===== config.mk =====
export PLATFORM = sky130hd
export DESIGN_NAME = highway_controller
export DESIGN_NICKNAME = d
export VERILOG_FILES = /design/src/rtl/highway_controller_pkg.sv /design/src/rtl/light_timer.sv /design/src/rtl/highway_controller.sv
export SDC_FILE = /design/constraint.sdc
export NUM_CORES = 1
export LEC_CHECK = 0
export CORE_UTILIZATION = 53
export DETAILED_ROUTE_END_ITERATION = 10
export MAX_ROUTING_LAYER = met4
export PLACE_DENSITY = 0.76
export REMOVE_ABC_BUFFERS = 1
export SLEW_MARGIN = 0
export SYNTH_ARGS = -nofsm -noshare
export SYNTH_HDL_FRONTEND = slang
export SYNTH_SLANG_ARGS = --single-unit

===== constraint.sdc =====
create_clock -name clk -period 2 [get_ports clk]
set_input_delay 0.2 -clock clk [delete_from_list [all_inputs] [get_ports clk]]
set_output_delay 0.2 -clock clk [all_outputs]
set_load 0.1 [all_outputs]

===== src/rtl/highway_controller_pkg.sv =====
// highway_controller_pkg: lamp codes, state encoding and default timings shared by the road controllers
package highway_controller_pkg;
  localparam logic [2:0] GREEN = 3'b100;
  localparam logic [2:0] YELLOW = 3'b010;
  localparam logic [2:0] RED = 3'b001;
  typedef enum logic [2:0] {
    GREEN_H = GREEN,
    YELLOW_H = YELLOW,
    RED_H = RED
  } state_e;
  localparam int LONG_DEFAULT = 30;
  localparam int YELLOW_DEFAULT = 4;
  localparam int RED_MAX_DEFAULT = 64;
  localparam int CNT_W_DEFAULT = 8;
endpackage


===== src/rtl/light_timer.sv =====
// light_timer: reloadable down-counter that parks at zero and pulses start_t the cycle after each reload
module light_timer #(
  parameter int CNT_W = 8,
  parameter logic [CNT_W-1:0] RST_VAL = '0
) (
  input  logic             clk,
  input  logic             reset,
  input  logic             load,
  input  logic [CNT_W-1:0] value,
  output logic             done,
  output logic             start_t
);
  logic [CNT_W-1:0] cnt_q, cnt_d;
  logic start_q;
  assign done = cnt_q == '0;
  assign start_t = start_q;
  assign cnt_d = load ? value : cnt_q - CNT_W'(!done);
  // count register; value is already the terminal count (requested cycles minus one)
  always_ff @(posedge clk or posedge reset)
    if (reset) begin
      cnt_q <= RST_VAL;
      start_q <= 1'b0;
    end else begin
      cnt_q <= cnt_d;
      start_q <= load;
    end
endmodule


===== src/rtl/highway_controller.sv =====
// highway_controller: highway lamp FSM with sensor synchronizer and red watchdog; define CAR_DEBOUNCE_EN for a 3-sample car filter
module highway_controller
  import highway_controller_pkg::*;
#(
  parameter int LONG_CYCLES = LONG_DEFAULT,
  parameter int YELLOW_CYCLES = YELLOW_DEFAULT,
  parameter int RED_MAX_CYCLES = RED_MAX_DEFAULT,
  parameter int CNT_W = CNT_W_DEFAULT
) (
  input  logic       clk,
  input  logic       reset,
  input  logic       car,
  input  logic       enable_h,
  output logic       enable_r,
  output logic [2:0] light_h,
  output logic       start_t,
  output logic       fault
);
  localparam logic [CNT_W-1:0] LONG_T = CNT_W'(LONG_CYCLES - 1);
  localparam logic [CNT_W-1:0] YELLOW_T = CNT_W'(YELLOW_CYCLES - 1);
  localparam logic [CNT_W-1:0] RED_T = CNT_W'(RED_MAX_CYCLES - 1);
  state_e state_q, state_d;
  logic [1:0] sync_q;
  logic car_q, init_q, enable_r_q, fault_q, fault_d, load, done;
  logic [CNT_W-1:0] load_val;
  // two-flop synchronizer for the asynchronous sensor
  always_ff @(posedge clk or posedge reset)
    if (reset) sync_q <= '0;
    else sync_q <= {sync_q[0], car};
`ifdef CAR_DEBOUNCE_EN
  logic [1:0] hist_q;
  logic deb_q;
  // adopt a new sensor level only once three consecutive synchronized samples agree
  always_ff @(posedge clk or posedge reset)
    if (reset) begin
      hist_q <= '0;
      deb_q <= 1'b0;
    end else begin
      hist_q <= {hist_q[0], sync_q[1]};
      deb_q <= (&{sync_q[1], hist_q} | ~|{sync_q[1], hist_q}) ? sync_q[1] : deb_q;
    end
  assign car_q = deb_q;
`else
  assign car_q = sync_q[1];
`endif
  // next state, watchdog flag and timer reload on every state entry
  always_comb begin
    state_d = state_q;
    fault_d = fault_q;
    case (state_q)
      GREEN_H: state_d = (done && car_q) ? YELLOW_H : GREEN_H;
      YELLOW_H: state_d = done ? RED_H : YELLOW_H;
      RED_H: begin
        state_d = (enable_h || done) ? GREEN_H : RED_H;
        fault_d = fault_q | (done & ~enable_h);
      end
      default: state_d = GREEN_H;
    endcase
    load = init_q | (state_d != state_q);
    load_val = (state_d == GREEN_H) ? LONG_T : (state_d == YELLOW_H) ? YELLOW_T : RED_T;
  end
  // state register doubles as the lamp register; init_q forces a full green reload after reset
  always_ff @(posedge clk or posedge reset)
    if (reset) begin
      state_q <= GREEN_H;
      init_q <= 1'b1;
      enable_r_q <= 1'b0;
      fault_q <= 1'b0;
    end else begin
      state_q <= state_d;
      init_q <= 1'b0;
      enable_r_q <= (state_d == RED_H) && (state_q != RED_H);
      fault_q <= fault_d;
    end
  assign light_h = state_q;
  assign enable_r = enable_r_q;
  assign fault = fault_q;
  light_timer #(
    .CNT_W(CNT_W),
    .RST_VAL(LONG_T)
  ) u_timer (
    .clk(clk),
    .reset(reset),
    .load(load),
    .value(load_val),
    .done(done),
    .start_t(start_t)
  );
endmodule


# After elaboration in Yosys (flattened, before gate mapping)
# Index checks and enable logic that the tools add are counted.
# W data, S select, Z words.
dict set report word_totals {
  out_inout_bits 6
  wordCells 32
  reg_bits 17
  in_bits 4
}
dict set report op_classes {
  reduce_logical 5
  n_addsub 1
  eq_ne 8
  mux 7
  bitwise 4
}
# operator n
set ops {}
lappend ops {{$mux W6} 2}
lappend ops {{$pmux W3 S3} 1}
lappend ops {{$logic_not A8 Y1} 1}
lappend ops {{$mux W8} 1}
lappend ops {{$sub A8 B1 Y8} 1}
lappend ops {{$eq A3 B1 Y1 const B} 2}
lappend ops {{$eq A3 B2 Y1 const B} 2}
lappend ops {{$eq A3 B3 Y1 const B} 2}
lappend ops {{$mux W3} 2}
lappend ops {{$ne A3 B1 Y1 const B} 1}
lappend ops {{$ne A3 B3 Y1} 1}
lappend ops {{$logic_and A1 B1 Y1} 2}
lappend ops {{$mux W2} 1}
lappend ops {{$or A1 B1 Y1} 2}
lappend ops {{$and A1 B1 Y1} 1}
lappend ops {{$logic_not A1 Y1} 1}
lappend ops {{$logic_or A1 B1 Y1} 1}
lappend ops {{$not A1 Y1} 1}

# Depth between registers and ports, before layout
dict set report depth {
  word_depth 8
  ltp_mapped 7
  ltp_nobuf 7
}

# By module
# Synthesis repeated with hierarchy kept, for this count alone.
dict set report unflattened {
  hier_cells 91
  area_unflattened_um2 898.4
}
# mod area_per_inst_um2 cells_per_inst seq_area_each_um2 instances
set by_module_without_submodules {}
lappend by_module_without_submodules {light_timer 511.7 56 230.2 1}
lappend by_module_without_submodules {highway_controller 386.6 35 202.7 1}

# Worst setup path after synthesis
# No wires, ideal clock.
dict set report synth_path {
  kind {register -> register}
  startpoint {register state_q[0] (netlist: light_h[0])}
  endpoint {register u_timer.cnt_q[5]}
  required_time_ps 1875
  period_less_slack_ps 2140
  stages_incl_launch_ff 5
  setup_time_ps 125
  n_path_buf 0
  arrival_time_ps 2015
  setup_slack_ps -140
  path_cell_list {dfrtp_1 nand2b_1 nor3_2 o221ai_4 mux2_4}
}
dict set report synth_between {
  word_cells_on_any_way 11
  cone_classes {eq/ne (6); mux (4); bitwise (1)}
}
# element line
set synth_rtl {}
lappend synth_rtl {{from (decl)} highway_controller.sv:22} ;# state_e state_q, state_d;
lappend synth_rtl {{from (signal assigned)} highway_controller.sv:70} ;# state_q <= state_d;
lappend synth_rtl {{$eq A3 B1 Y1 (tied with other cells)} highway_controller.sv:50} ;# case (state_q)
lappend synth_rtl {{$pmux W3 S3} highway_controller.sv:50}
lappend synth_rtl {{$ne A3 B3 Y1 *} highway_controller.sv:59} ;# load = init_q | (state_d != state_q);
lappend synth_rtl {{$or A1 B1 Y1 *} highway_controller.sv:59}
lappend synth_rtl {{via load} highway_controller.sv:24} ;# logic car_q, init_q, enable_r_q, fault_q, fault_d, load, done;
lappend synth_rtl {{$mux W8 *} light_timer.sv:17} ;# assign cnt_d = load ? value : cnt_q - CNT_W'(!done);
lappend synth_rtl {{via u_timer.cnt_d[5]} light_timer.sv:13} ;# logic [CNT_W-1:0] cnt_q, cnt_d;
lappend synth_rtl {{to (signal assigned)} light_timer.sv:24} ;# cnt_q <= cnt_d;
lappend synth_rtl {{to (decl)} light_timer.sv:13}
# Mark *: on every way through the listed nets, which the timed path passes. The rest lies on a longest branch.
# A chain may end at the register's enable or synchronous reset.

# Worst setup path in the final report
dict set report layout_path {
  startpoint {register u_timer.cnt_q[5]}
  endpoint {register u_timer.cnt_q[5]}
}
dict set report layout_between {
  elab_chain_cells 8
  word_cells_on_any_way 16
  cone_classes {add/sub (1); eq/ne (3); mux (7); bitwise (1); reduce/logical (4)}
}
# element line
set layout_lines {}
lappend layout_lines {{$logic_not A8 Y1} light_timer.sv:15} ;# assign done = cnt_q == '0;
lappend layout_lines {{$logic_or A1 B1 Y1 / $logic_and A1 B1 Y1 (equally long branches)} {highway_controller.sv:54, highway_controller.sv:51}}
lappend layout_lines {{$mux W3 (on tied branches)} {highway_controller.sv:54, highway_controller.sv:51}}
lappend layout_lines {{$pmux W3 S3} highway_controller.sv:50}
lappend layout_lines {{$eq A3 B2 Y1} highway_controller.sv:60} ;# load_val = (state_d == GREEN_H) ? LONG_T : (state_d == YELLOW_H) ? YELLOW_T : RED_T;
lappend layout_lines {{$mux W6 (2 in series)} highway_controller.sv:60}
lappend layout_lines {{$mux W8 *} light_timer.sv:17}
lappend layout_lines {{via u_timer.cnt_d[5]} light_timer.sv:13}
# Marked as above.

==> reports/results.ini <==
[clock_network]
h-tree-depth=1
cts-root-buf=clkbuf_4
cts_tree=built
cts_inserted_buffers=3
clk_path_buf_depth=2
cts.sinks=17
path_clk_slew_ns=0.09
hold_buffers=0
cts_resized=0
cts_setup_buffers=0
clkLatencyLatePin_ns=0.28

[die]
start_util_pct=57.0
ios=10
dieHeight_um=42.2
die_x_um=42.2
rows=14
core_area_um2=1510
dieArea_um2=1780

[layout]
final_cells=102
syn2layout_area_growth_pct=15.9
n_fill_cell=120
drive_gt1_share_pct=31.4
antennaDiodeCount=0
fin_nets=93

[yosys]
yosysSeqAreaShare_pct=50.4
yosys.area.top_type_share_pct=32.1
synth-main-ff-cell=dfrtp_1
avgSynthCellArea_um2=12.1
ys_ff_latch=17
synthMuxAreaShare_pct=6.41
synth_top_family_by_area=simple AND/OR/NAND/NOR gates
yosys-top-cells-area=dfrtp_1 (32%), dfstp_2 (18%), nor4_4 (5.0%), mux2i_1 (4.7%), o221ai_4 (3.1%)
synth_compound_area_share_pct=10.6
synthTopCellsByCount=dfrtp_1 (11), dfstp_2 (6), inv_1 (5), nor2_1 (5)
synth-simple-area-share_pct=20.8
syn_area_um2=858
synthXorXnorAreaFrac_pct=6.12
synth_edf_count=0
yosysTopAreaCell=dfrtp_1
yosys_warnings=0
ys_types=28
yosysMostFrequentCell=dfrtp_1
ys_async_sr_fraction_pct=100
netlist_instances=71
synthAdderAreaFrac_pct=2.92

[routing]
num_vias=586
drc=0
firstDrtPassIters=4
drt_wl_total_um=1380
ant_nets=0
drtIter0Drc=7
post_drt_wl_per_cell_um=13.5
viasPerCell=5.75

[place]
gp_congestion=0.818
port_buffers=9
dp_cells=98
hpwl_um=1050
pre_cts_slack_ns=0.148

[sta]
finClkSkew_ns=0.00107
rsz0062_at_grt=false
finalCritPeriodShare_pct=92.8
relSlewSlack_pct=58.7
setup_viol=0
worstMarginPinSlew_ns=0.618
fmax_ghz=0.539
holdWs_ns=0.282
hold_viol=0
worst_slack_ns=0.144
finalWorstPathRequiredPeriod_ns=1.86
slew_viol_final=0

[worst_setup_path]
required_ns=2.18
cpLargestDelayFamily=simple AND/OR/NAND/NOR gates
cp_data_arrival_time_ns=2.03
path_class=reg2reg
end_kind=flop
crit_buf_inv=0
startpoint=u_timer.cnt_q[5]$_DFF_PP0_
path_cells=nor4_4 -> nand2_1 -> ha_1 -> nand2b_1 -> nor4_1 -> xor2_1 -> mux2_4
critPathSlowestCell=dfrtp_1
cp_max_fo=4
r2r_start=u_timer.cnt_q[5]$_DFF_PP0_
rr_endpoint=u_timer.cnt_q[5]$_DFF_PP0_
rrSetupSlack_ns=0.14
reg2reg_depth=7
cpPeakStageDelay_ns=0.44
start_kind=flop

[worst_hold_path]
hold_class=in2async

[global_route]
grt-ovfl-total=0
antenna_found_initial=0
grt_pass1_vias=571
grt_max_degree=18
track_usage_pct=17.6
grt_pass1_wl_um=2290

[power_and_ir_drop]
finalPower_mw=0.618
leakage_nw=0.428
powerDensity_nw_per_um2=621
vdd_ir_drop_max_uv=423

[run_status]
outcome=finished, final reports clean

[run]
max_cap_viol_count=0

flip-flops by register name, summed over array words and instances, names as in the netlist:
register         flops
light_h              3
u_timer.start_t      1
fault                1
enable_r             1
init_q               1
u_timer.cnt_q        8
sync_q               2
routing by layer:
layer  wire [um]  part of all wire, %  GRT usage, %
met5           0                    0             -
met4          43                  3.1          10.6
met2         665                   48          27.4
met1         596                   43          21.4
met3          72                  5.2          3.02
how the worst max path moves through the flow:
stage / to / slack (ns) / cells past startpoint
2_1_floorplan: u_timer.cnt_q[5]$_DFF_PP0_ / -0.14 / 4
3_3_place_gp: u_timer.cnt_q[5]$_DFF_PP0_ / 0.18 / 5
4_1_cts: u_timer.cnt_q[5]$_DFF_PP0_ / 0.13 / 7
3_5_place_dp: u_timer.cnt_q[5]$_DFF_PP0_ / 0.15 / 7
6_report: u_timer.cnt_q[5]$_DFF_PP0_ / 0.14 / 7
5_1_grt: u_timer.cnt_q[5]$_DFF_PP0_ / 0.01 / 7
metrics by stage:
stage          instance area [um2]  TNS, ns  util [%]
2_1_floorplan                  858   -0.220         -
6_report                       995        0      66.0
3_5_place_dp                   968        0      64.3
5_1_grt                        995        0      66.0
4_1_cts                        995        0      66.0
3_3_place_gp                   968        0      64.3
logic make-up after synthesis:
group | after synthesis
other | 1
adders and majority gates | 2
AOI/OAI and AO/OA | 9
buffers and inverters | 5
muxes | 5
DFF | 17
xor gates and xnor gates | 6
and+or+nand+nor | 26
where the power goes:
| part | switching (mW) | total [mW] | internal (mW) | leakage, nW |
|---|---|---|---|---|
| registers | 0.0138 | 0.374 | 0.360 | 0.209 |
| logic | 0.0377 | 0.0667 | 0.0290 | 0.204 |
| clock network | 0.0999 | 0.177 | 0.0775 | 0.0150 |
layout make-up:
class | instances | area [um2] | area share, %
flip-flops and latches | 17 | 433 | 43.5
repair buffers | 11 | 90.1 | 9.06
multi-input cells | 49 | 407 | 40.9
well taps | 16 | 20.0 | 2.01
inverters | 5 | 18.8 | 1.89
clock buffers | 4 | 26.3 | 2.64
placed cells by master (no fill, tap or decap), drive strengths merged:
master         Yosys  layout
o221ai             1       1
clkbuf             0       4
a31o               1       1
or2                1       1
clkdlybuf4s50      0       3
ha                 2       2
conb               1       1
nand2              3       3
buf                0       8
nand3b             1       1
nand4b             1       1
or4                2       2
mux2               1       1
xor2               3       3
dfstp              6       6
nor2               5       5
nor3               4       4
nand2b             4       4
a22oi              1       1
mux2i              4       4
a221oi             1       1
inv                5       5
o21ba              1       1
nor4               4       4
a21oi              3       3
a211o              1       1
and2               1       1
xnor2              3       3
dfrtp             11      11
Power figures use the tool's default switching activity.
